==> src/rtl/debounce_pkg.sv <==
// Shared defaults and helpers for the debounce bank.
// Keeps the parameter defaults and counter sizing in one place for the top and the channel.
package debounce_pkg;

    localparam int DEF_CHANNELS      = 4;
    localparam int DEF_SYNC_STAGES   = 2;
    localparam int DEF_STABLE_CYCLES = 500000;
    localparam int DEF_HOLD_CYCLES   = 50000000;

    // Bits needed to hold the value n, i.e. ceil(log2(n+1)), never less than 1.
    function automatic int cnt_width(input int n);
        int     w = 1;
        longint v = 2;
        while (v <= longint'(n)) begin
            w++;
            v = v * 2;
        end
        return w;
    endfunction

endpackage

==> src/rtl/debounce_chan.sv <==
// One debounce channel: input synchroniser, stability counter, edge pulses and
// an optional long-press (hold) detector.
module debounce_chan
    import debounce_pkg::*;
#(
    parameter int SYNC_STAGES   = DEF_SYNC_STAGES,
    parameter int STABLE_CYCLES = DEF_STABLE_CYCLES,
    parameter int HOLD_CYCLES   = DEF_HOLD_CYCLES
) (
    input  logic clk,
    input  logic rst_n,
    input  logic i_in,
    output logic o_out,
    output logic o_rise,
    output logic o_fall,
    output logic o_hold
);

    localparam int            SW          = cnt_width(STABLE_CYCLES);
    localparam logic [SW-1:0] STABLE_LAST = SW'(STABLE_CYCLES - 1);

    logic [SYNC_STAGES-1:0] r_sync;
    logic [SW-1:0]          r_cnt;
    logic                   r_out;
    logic                   r_rise;
    logic                   r_fall;
    logic                   w_sync;
    logic                   w_accept;

    assign w_sync   = r_sync[SYNC_STAGES-1];
    assign w_accept = (w_sync != r_out) && (r_cnt == STABLE_LAST);

    always_ff @(posedge clk or negedge rst_n) begin
        if (!rst_n) begin
            r_sync <= '0;
        end else begin
            r_sync <= {r_sync[SYNC_STAGES-2:0], i_in};
        end
    end

    // Any return to the current level throws the partial count away.
    always_ff @(posedge clk or negedge rst_n) begin
        if (!rst_n) begin
            r_cnt  <= '0;
            r_out  <= 1'b0;
            r_rise <= 1'b0;
            r_fall <= 1'b0;
        end else begin
            r_rise <= w_accept & w_sync;
            r_fall <= w_accept & ~w_sync;
            if (w_sync == r_out) begin
                r_cnt <= '0;
            end else if (w_accept) begin
                r_cnt <= '0;
                r_out <= w_sync;
            end else begin
                r_cnt <= r_cnt + 1'b1;
            end
        end
    end

    assign o_out  = r_out;
    assign o_rise = r_rise;
    assign o_fall = r_fall;

    generate
        if (HOLD_CYCLES > 0) begin : g_hold
            localparam int            HW        = cnt_width(HOLD_CYCLES);
            localparam logic [HW-1:0] HOLD_LAST = HW'(HOLD_CYCLES - 1);
            localparam logic [HW-1:0] HOLD_DONE = HW'(HOLD_CYCLES);

            logic [HW-1:0] r_hcnt;
            logic          r_hold;
            logic          w_fall_now;

            // A fall accepted on the firing edge wins, so hold never coincides with fall.
            assign w_fall_now = w_accept & r_out;

            always_ff @(posedge clk or negedge rst_n) begin
                if (!rst_n) begin
                    r_hcnt <= '0;
                    r_hold <= 1'b0;
                end else begin
                    r_hold <= 1'b0;
                    if (!r_out || w_fall_now) begin
                        r_hcnt <= '0;
                    end else if (r_hcnt == HOLD_LAST) begin
                        r_hcnt <= HOLD_DONE;
                        r_hold <= 1'b1;
                    end else if (r_hcnt != HOLD_DONE) begin
                        r_hcnt <= r_hcnt + 1'b1;
                    end
                end
            end

            assign o_hold = r_hold;
        end else begin : g_no_hold
            assign o_hold = 1'b0;
        end
    endgenerate

endmodule

==> src/rtl/debounce_bank.sv <==
// Bank of independent debounce channels; pure instantiation and bit-slicing.
module debounce_bank
    import debounce_pkg::*;
#(
    parameter int CHANNELS      = DEF_CHANNELS,
    parameter int SYNC_STAGES   = DEF_SYNC_STAGES,
    parameter int STABLE_CYCLES = DEF_STABLE_CYCLES,
    parameter int HOLD_CYCLES   = DEF_HOLD_CYCLES
) (
    input  logic                clk,
    input  logic                rst_n,
    input  logic [CHANNELS-1:0] in,
    output logic [CHANNELS-1:0] out,
    output logic [CHANNELS-1:0] rise,
    output logic [CHANNELS-1:0] fall,
    output logic [CHANNELS-1:0] hold
);

    generate
        for (genvar i = 0; i < CHANNELS; i++) begin : g_chan
            debounce_chan #(
                .SYNC_STAGES   (SYNC_STAGES),
                .STABLE_CYCLES (STABLE_CYCLES),
                .HOLD_CYCLES   (HOLD_CYCLES)
            ) u_chan (
                .clk    (clk),
                .rst_n  (rst_n),
                .i_in   (in[i]),
                .o_out  (out[i]),
                .o_rise (rise[i]),
                .o_fall (fall[i]),
                .o_hold (hold[i])
            );
        end
    endgenerate

endmodule

==> config.mk <==
export PLATFORM = sky130hd
export DESIGN_NAME = debounce_bank
export DESIGN_NICKNAME = d
export VERILOG_FILES = /design/src/rtl/debounce_pkg.sv /design/src/rtl/debounce_chan.sv /design/src/rtl/debounce_bank.sv
export SDC_FILE = /design/constraint.sdc
export NUM_CORES = 1
export LEC_CHECK = 0
export CORE_AREA = 4 4 192 194
export DETAILED_ROUTE_END_ITERATION = 10
export DIE_AREA = 0 0 196 198
export DONT_BUFFER_PORTS = 1
export HOLD_SLACK_MARGIN = 0.1
export PLACE_DENSITY = 0.43
export SLEW_MARGIN = 25
export SYNTH_ARGS = -nofsm -noshare
export SYNTH_HDL_FRONTEND = slang
export SYNTH_SLANG_ARGS = --single-unit
==> constraint.sdc <==
create_clock -name clk -period 5 [get_ports clk]
set_clock_uncertainty 0.2 [all_clocks]
set_input_delay 0.75 -clock clk [delete_from_list [all_inputs] [get_ports clk]]
set_output_delay 0.75 -clock clk [all_outputs]
set_load 0.03 [all_outputs]
Word-level counts from Yosys, hierarchy flattened. Index checks and enable logic that the tools add are counted.

Add/subtract/negate cells: 8. Equal/unequal tests: 20. Multiplexer cells: 28. Bitwise logic cells: 20. Reductions and logical operators: 20.

Operators by type and width (count): $mux 26 (12); $mux 19 (8); $add 26x1->26 const B (4); $eq 26x26->1 const B (4); $ne 26x26->1 const B (4); $add 19x1->19 const B (4); $eq 19x19->1 const B (4); $and 1x1->1 (12); $reduce_bool 3->1 (4); $mux 1 (8); $not 1->1 (8); $reduce_and 2->1 (4); $eq 1x1->1 (4); $logic_and 1x1->1 (4); $logic_not 1->1 (4); $logic_or 1x1->1 (4); $ne 1x1->1 (4).

Register bits: 204. Input bits: 6. Output and inout bits: 16. Logic and storage cells: 124.

Longest topological paths before layout.
Depth in word-level cells: 5. Depth in mapped cells: 8. Mapped depth without buffers: 7.

Cells and area by module. A second synthesis with hierarchy kept.

Cell total of the unflattened synthesis: 1016. Area, all modules: 10119.7 µm².

By module, submodules not included: debounce_chan (times used 4, cells an instance 254, area each 2529.9 µm²).

Worst setup path before layout. OpenSTA, ideal clock, no wires.

Path kind: register to register. From: reg g_chan[3].u_chan.g_hold.r_hcnt[1]. To: reg g_chan[3].u_chan.g_hold.r_hcnt[10]. Data arrival time: 1.950 ns. Data required time: 4.681 ns. Setup slack: 2.731 ns. Stages on the path, launching flop included: 8. Buffers on the path: 1. Period minus slack after synthesis: 2.269 ns. Cells stage by stage: dfrtp_1 ha_1 nand4_4 or4b_1 or4_1 nand2b_2 buf_6 nor2_1.

Word-level cells in the longest chain between the ends: 4.

Ends and longest elaborated chain: start: declaration (RTL line debounce_chan.sv:72) `logic [HW-1:0] r_hcnt;`; start signal: assignment (RTL line debounce_chan.sv:91) `r_hcnt <= r_hcnt + 1'b1;`; $add 26x1->26 (RTL line debounce_chan.sv:91); $mux 26 (RTL line debounce_chan.sv:90) `end else if (r_hcnt != HOLD_DONE) begin`; $mux 26 (RTL line debounce_chan.sv:87) `end else if (r_hcnt == HOLD_LAST) begin`; $mux 26 (RTL line debounce_chan.sv:85) `if (!r_out || w_fall_now) begin`.

Parallel ways exist; a longest one is shown, timed or not. The select of a mux whose other input is x is not followed. A chain may end at the register's enable or synchronous reset.

Worst setup path after layout.
From: reg g_chan[1].u_chan.r_cnt[0]. To: reg g_chan[1].u_chan.g_hold.r_hcnt[4].

Word-level cells in the longest chain between the ends: 5.

Ends and longest elaborated chain: start: declaration (RTL line debounce_chan.sv:23) `logic [SW-1:0] r_cnt;`; start signal: assignment (RTL line debounce_chan.sv:57) `r_cnt <= r_cnt + 1'b1;`; $eq 19x19->1 * (RTL line debounce_chan.sv:31) `assign w_accept = (w_sync != r_out) && (r_cnt == STABLE_LAST);`; $logic_and 1x1->1 * (RTL line debounce_chan.sv:31); $and 1x1->1 * (RTL line debounce_chan.sv:77) `assign w_fall_now = w_accept & r_out;`; $logic_or 1x1->1 * (RTL line debounce_chan.sv:85); $reduce_bool 3->1 (no line) or $mux 26 (tied branches); end signal: assignment (RTL line debounce_chan.sv:91); end: declaration (RTL line debounce_chan.sv:72).

Mark *: on every way between the ends. The rest lies on a longest branch, timed or not.

==> impl_metrics.csv <==
group,metric,value,unit
hold_path,hold_class,"in -> async",
global_route,grt_busiest_layer,"met2",
cells_and_area,final_nets,1023,
route,vias,6788,
global_route,antenna_found_initial,0,
pwr,peakVddDrop,228.4,uV
timing,hold_viol_final,204,
yosys,synth_common_cells,"dfrtp_1 (204), nor2_1 (200), xor2_1 (113)",
global_route,grt_use_met2,0.1751,
yosys,ys_ff_latch,204,
yosys,yosysSeqAreaShare,0.5083,
cells_and_area,finalInstanceArea,11340,sq um
route,drc,0,
worst_setup_path,crit_buf_inv,1,
yosys,synth_flop_cell,"dfrtp_1",
pwr,power_density,313.5,nW/um^2
die,die_h,198,microns
yosys,synth.area.top_cells,"dfrtp_1 (51%), xor2_1 (9.9%), nor2_1 (7.5%), xnor2_1 (4.4%), nand3_1 (3.7%)",
pwr,leakage,4.587,nW
global_route,use_met1,0.1469,
worst_setup_path,crit_chain,"ha_1 -> nor4bb_1 -> nand4_1 -> o31ai_2 -> buf_4 -> nand2b_1 -> nor2_1",
route,wirelength,19.95,mm
placed_design,dp_hpwl,12.62,mm
pwr,sequentialPowerShare,0.471,
yosys,avgSynthCellArea,9.992,sq um
yosys,netlist.area_leader.share,0.5083,
yosys,synth_nets,1023,
pwr,swShare,0.2078,
worst_setup_path,criticalPathCategory,"reg -> reg",
worst_setup_path,worstSetupEndpointType,"register",
timing,finalCritPeriodShare,0.5198,
worst_setup_path,cp.arrival,2.78,ns
pwr,pwr-share-clk,0.522,
yosys,yosys.area.top_type,"dfrtp_1",
pwr,switchingPower,738.8,uW
global_route,grt_start_max_net_pins,205,
timing,max_slew_margin,0.4211,
worst_setup_path,start_kind,"register",
clock_tree,clockBufferDepth,3,
die,rows,69,
global_route,grt.overflow.total,0,
timing,final-setup-viol-count,0,
worst_setup_path,critPathMaxFanout,15,
cells_and_area,diodes,0,
global_route,grt_use_met3,0.01889,
clock_tree,cts_tree,"yes",
clock_tree,insertion_delay,0.53,ns
worst_setup_path,critical-path-top-delay-family,"simple AND/OR/NAND/NOR gates",
pwr,p_int,2.817,mW
yosys,synth_edf_count,0,
outcome,status,"finished, violations left",
yosys,yosysWarnings,0,
route,wl_per_cell,13.44,microns
clock_tree,postCtsHoldBufs,4,
pwr,p_comb_frac,0.007,
placed_design,gp_congestion,0.7104,
route,drt-pass1-iter-count,4,
cells_and_area,fin_util,0.3220,
outcome,violations,"hold timing",
timing,slew_violations,0,
clock_tree,clock_sinks,204,
route,ant_nets,0,
timing,hold_slack,-0.2775,ns
clock_tree,cts-resized-gates,0,
timing,timing.fmax,0.3847,GHz
clock_tree,clk_pin_slew,0.06,ns
placed_design,placed_area,10450,sq um
timing,tightestPinTransition,0.8605,ns
timing,fin_crit,2.599,ns
yosys,async_reset_ff_frac,1.000,
yosys,synthesis.area,10040,sq um
timing,setup_tns,0,ns
clock_tree,cts_htree_levels,1,
route,drt_iter0_drc,252,
worst_setup_path,slowest_stage,"nand2b_1",
cells_and_area,synthToLayoutAreaGrowth,12.96,%
die,core-area,35220,sq um
worst_setup_path,slowest_delay,0.48,ns
global_route,grt_pass1_wl,35.62,mm
die,die_x,196,microns
die,ios,22,
route,viasPerCell,4.574,
global_route,grtUsageTotal,0.1067,
clock_tree,cts_setup_buffers,0,
yosys,synth_cells,1005,
global_route,first_global_vias,7038,
placed_design,port_buffers,0,
die,start_util,0.2851,
yosys,synth_most_common_cell,"dfrtp_1",
cells_and_area,layout-drive-gt1-share,0.07527,
yosys,yosysUniqueCellTypes,51,
timing,rsz0062_at_grt,"no",
clock_tree,cts-root-buf,"clkbuf_16",
clock_tree,cts-buffers-inserted,26,
worst_setup_path,required,5.19,ns
die,dieArea,38810,sq um
run,max-cap-violations,0,
worst paths after layout:
check / start / end / slack, ns / cells past startpoint
worst max register to register: g_chan[1].u_chan.r_cnt[0]$_DFF_PN0_ / g_chan[1].u_chan.g_hold.r_hcnt[4]$_DFFE_PN0P_ / 2.40 / 7
max in group asynchronous: rst_n / g_chan[3].u_chan.r_cnt[16]$_DFF_PN0_ / 4.58 / 0
worst min register to register: g_chan[0].u_chan.r_sync[0]$_DFF_PN0_ / g_chan[0].u_chan.r_sync[1]$_DFF_PN0_ / 0.13 / 0
min in group clk: g_chan[0].u_chan.r_sync[0]$_DFF_PN0_ / g_chan[0].u_chan.r_sync[1]$_DFF_PN0_ / 0.13 / 0
worst max-delay path: g_chan[1].u_chan.r_cnt[0]$_DFF_PN0_ / g_chan[1].u_chan.g_hold.r_hcnt[4]$_DFFE_PN0P_ / 2.40 / 7
worst min-delay path: rst_n / g_chan[2].u_chan.g_hold.r_hcnt[0]$_DFFE_PN0P_ / -0.28 / 0
power by group through the flow:
| stage | sequential, mW | combinational, mW | clock [mW] |
|---|---|---|---|
| 2_1_floorplan | 1.70 | 0.0198 | 0 |
| 3_3_place_gp | 1.70 | 0.0252 | 0 |
| 3_5_place_dp | 1.70 | 0.0247 | 0 |
| 4_1_cts | 1.67 | 0.0271 | 1.95 |
| 5_1_grt | 1.67 | 0.0310 | 2.01 |
| 6_report | 1.67 | 0.0260 | 1.86 |
per-stage QoR:
stage               std cells  total power [mW]  hold WS [ns]  setup slack, ns
floorplan                1005             1.721        0.1312            2.731
global placement         1434             1.728        0.1322            2.408
detailed placement       1434             1.728        0.1356            2.349
CTS                      1484             3.648       -0.3235            2.349
global route             1484             3.711       -0.3100            2.087
finish                   1484             3.556       -0.2775            2.401
per-layer routing:
layer | up-vias | part of all wire
met1 | 3298 | 0.50
met3 | 27 | 0.027
met5 | - | 0
met2 | 47 | 0.45
met4 | 0 | 0.022
li1 | 3416 | -
layout by cell type, fill, tap and decap left out, types with 7 or more instances in the layout:
| cell | synthesis | routed |
|---|---|---|
| a21oi_1 | 9 | 9 |
| nor2_1 | 200 | 200 |
| and4_1 | 16 | 16 |
| xnor2_1 | 51 | 51 |
| clkbuf_16 | 0 | 27 |
| nor3b_1 | 9 | 9 |
| nand4_1 | 47 | 47 |
| inv_1 | 16 | 16 |
| nand2_1 | 63 | 63 |
| dfrtp_1 | 204 | 204 |
| xor2_1 | 113 | 113 |
| nand3_1 | 74 | 74 |
| nor4_1 | 11 | 9 |
| or4_1 | 7 | 7 |
| ha_1 | 12 | 12 |
| and3_1 | 32 | 32 |
| nor3_1 | 26 | 26 |
state kept, by name, summed over array words and instances (netlist names):
name                         cells
g_chan.u_chan.o_fall             4
g_chan.u_chan.g_hold.r_hcnt    104
g_chan.u_chan.o_out              4
g_chan.u_chan.o_rise             4
g_chan.u_chan.r_cnt             76
g_chan.u_chan.r_sync             8
g_chan.u_chan.o_hold             4
kinds of logic (layout without fill, tap and decap cells):
logic type / after synthesis / count (layout) / synth area share
flops: 204 / 204 / 0.5083
buf+inv: 52 / 70 / 0.02828
fa+ha+maj: 12 / 12 / 0.01495
compound gates: 22 / 22 / 0.01433
simple gates: 542 / 542 / 0.2815
xor+xnor: 164 / 164 / 0.1430
mux: 9 / 9 / 0.009594
layout make-up:
type / instances / area, sq um
Inverter: 16 / 60.06
Clock buffer: 36 / 749.5
Clock inverter: 10 / 106.4
Tap cell: 461 / 576.8
Multi-Input combinational cell: 749 / 4676
Sequential cell: 204 / 5105
Timing Repair Buffer: 8 / 70.07
Fill cell: 3640 / 23880
Power figures use the tool's default switching activity.
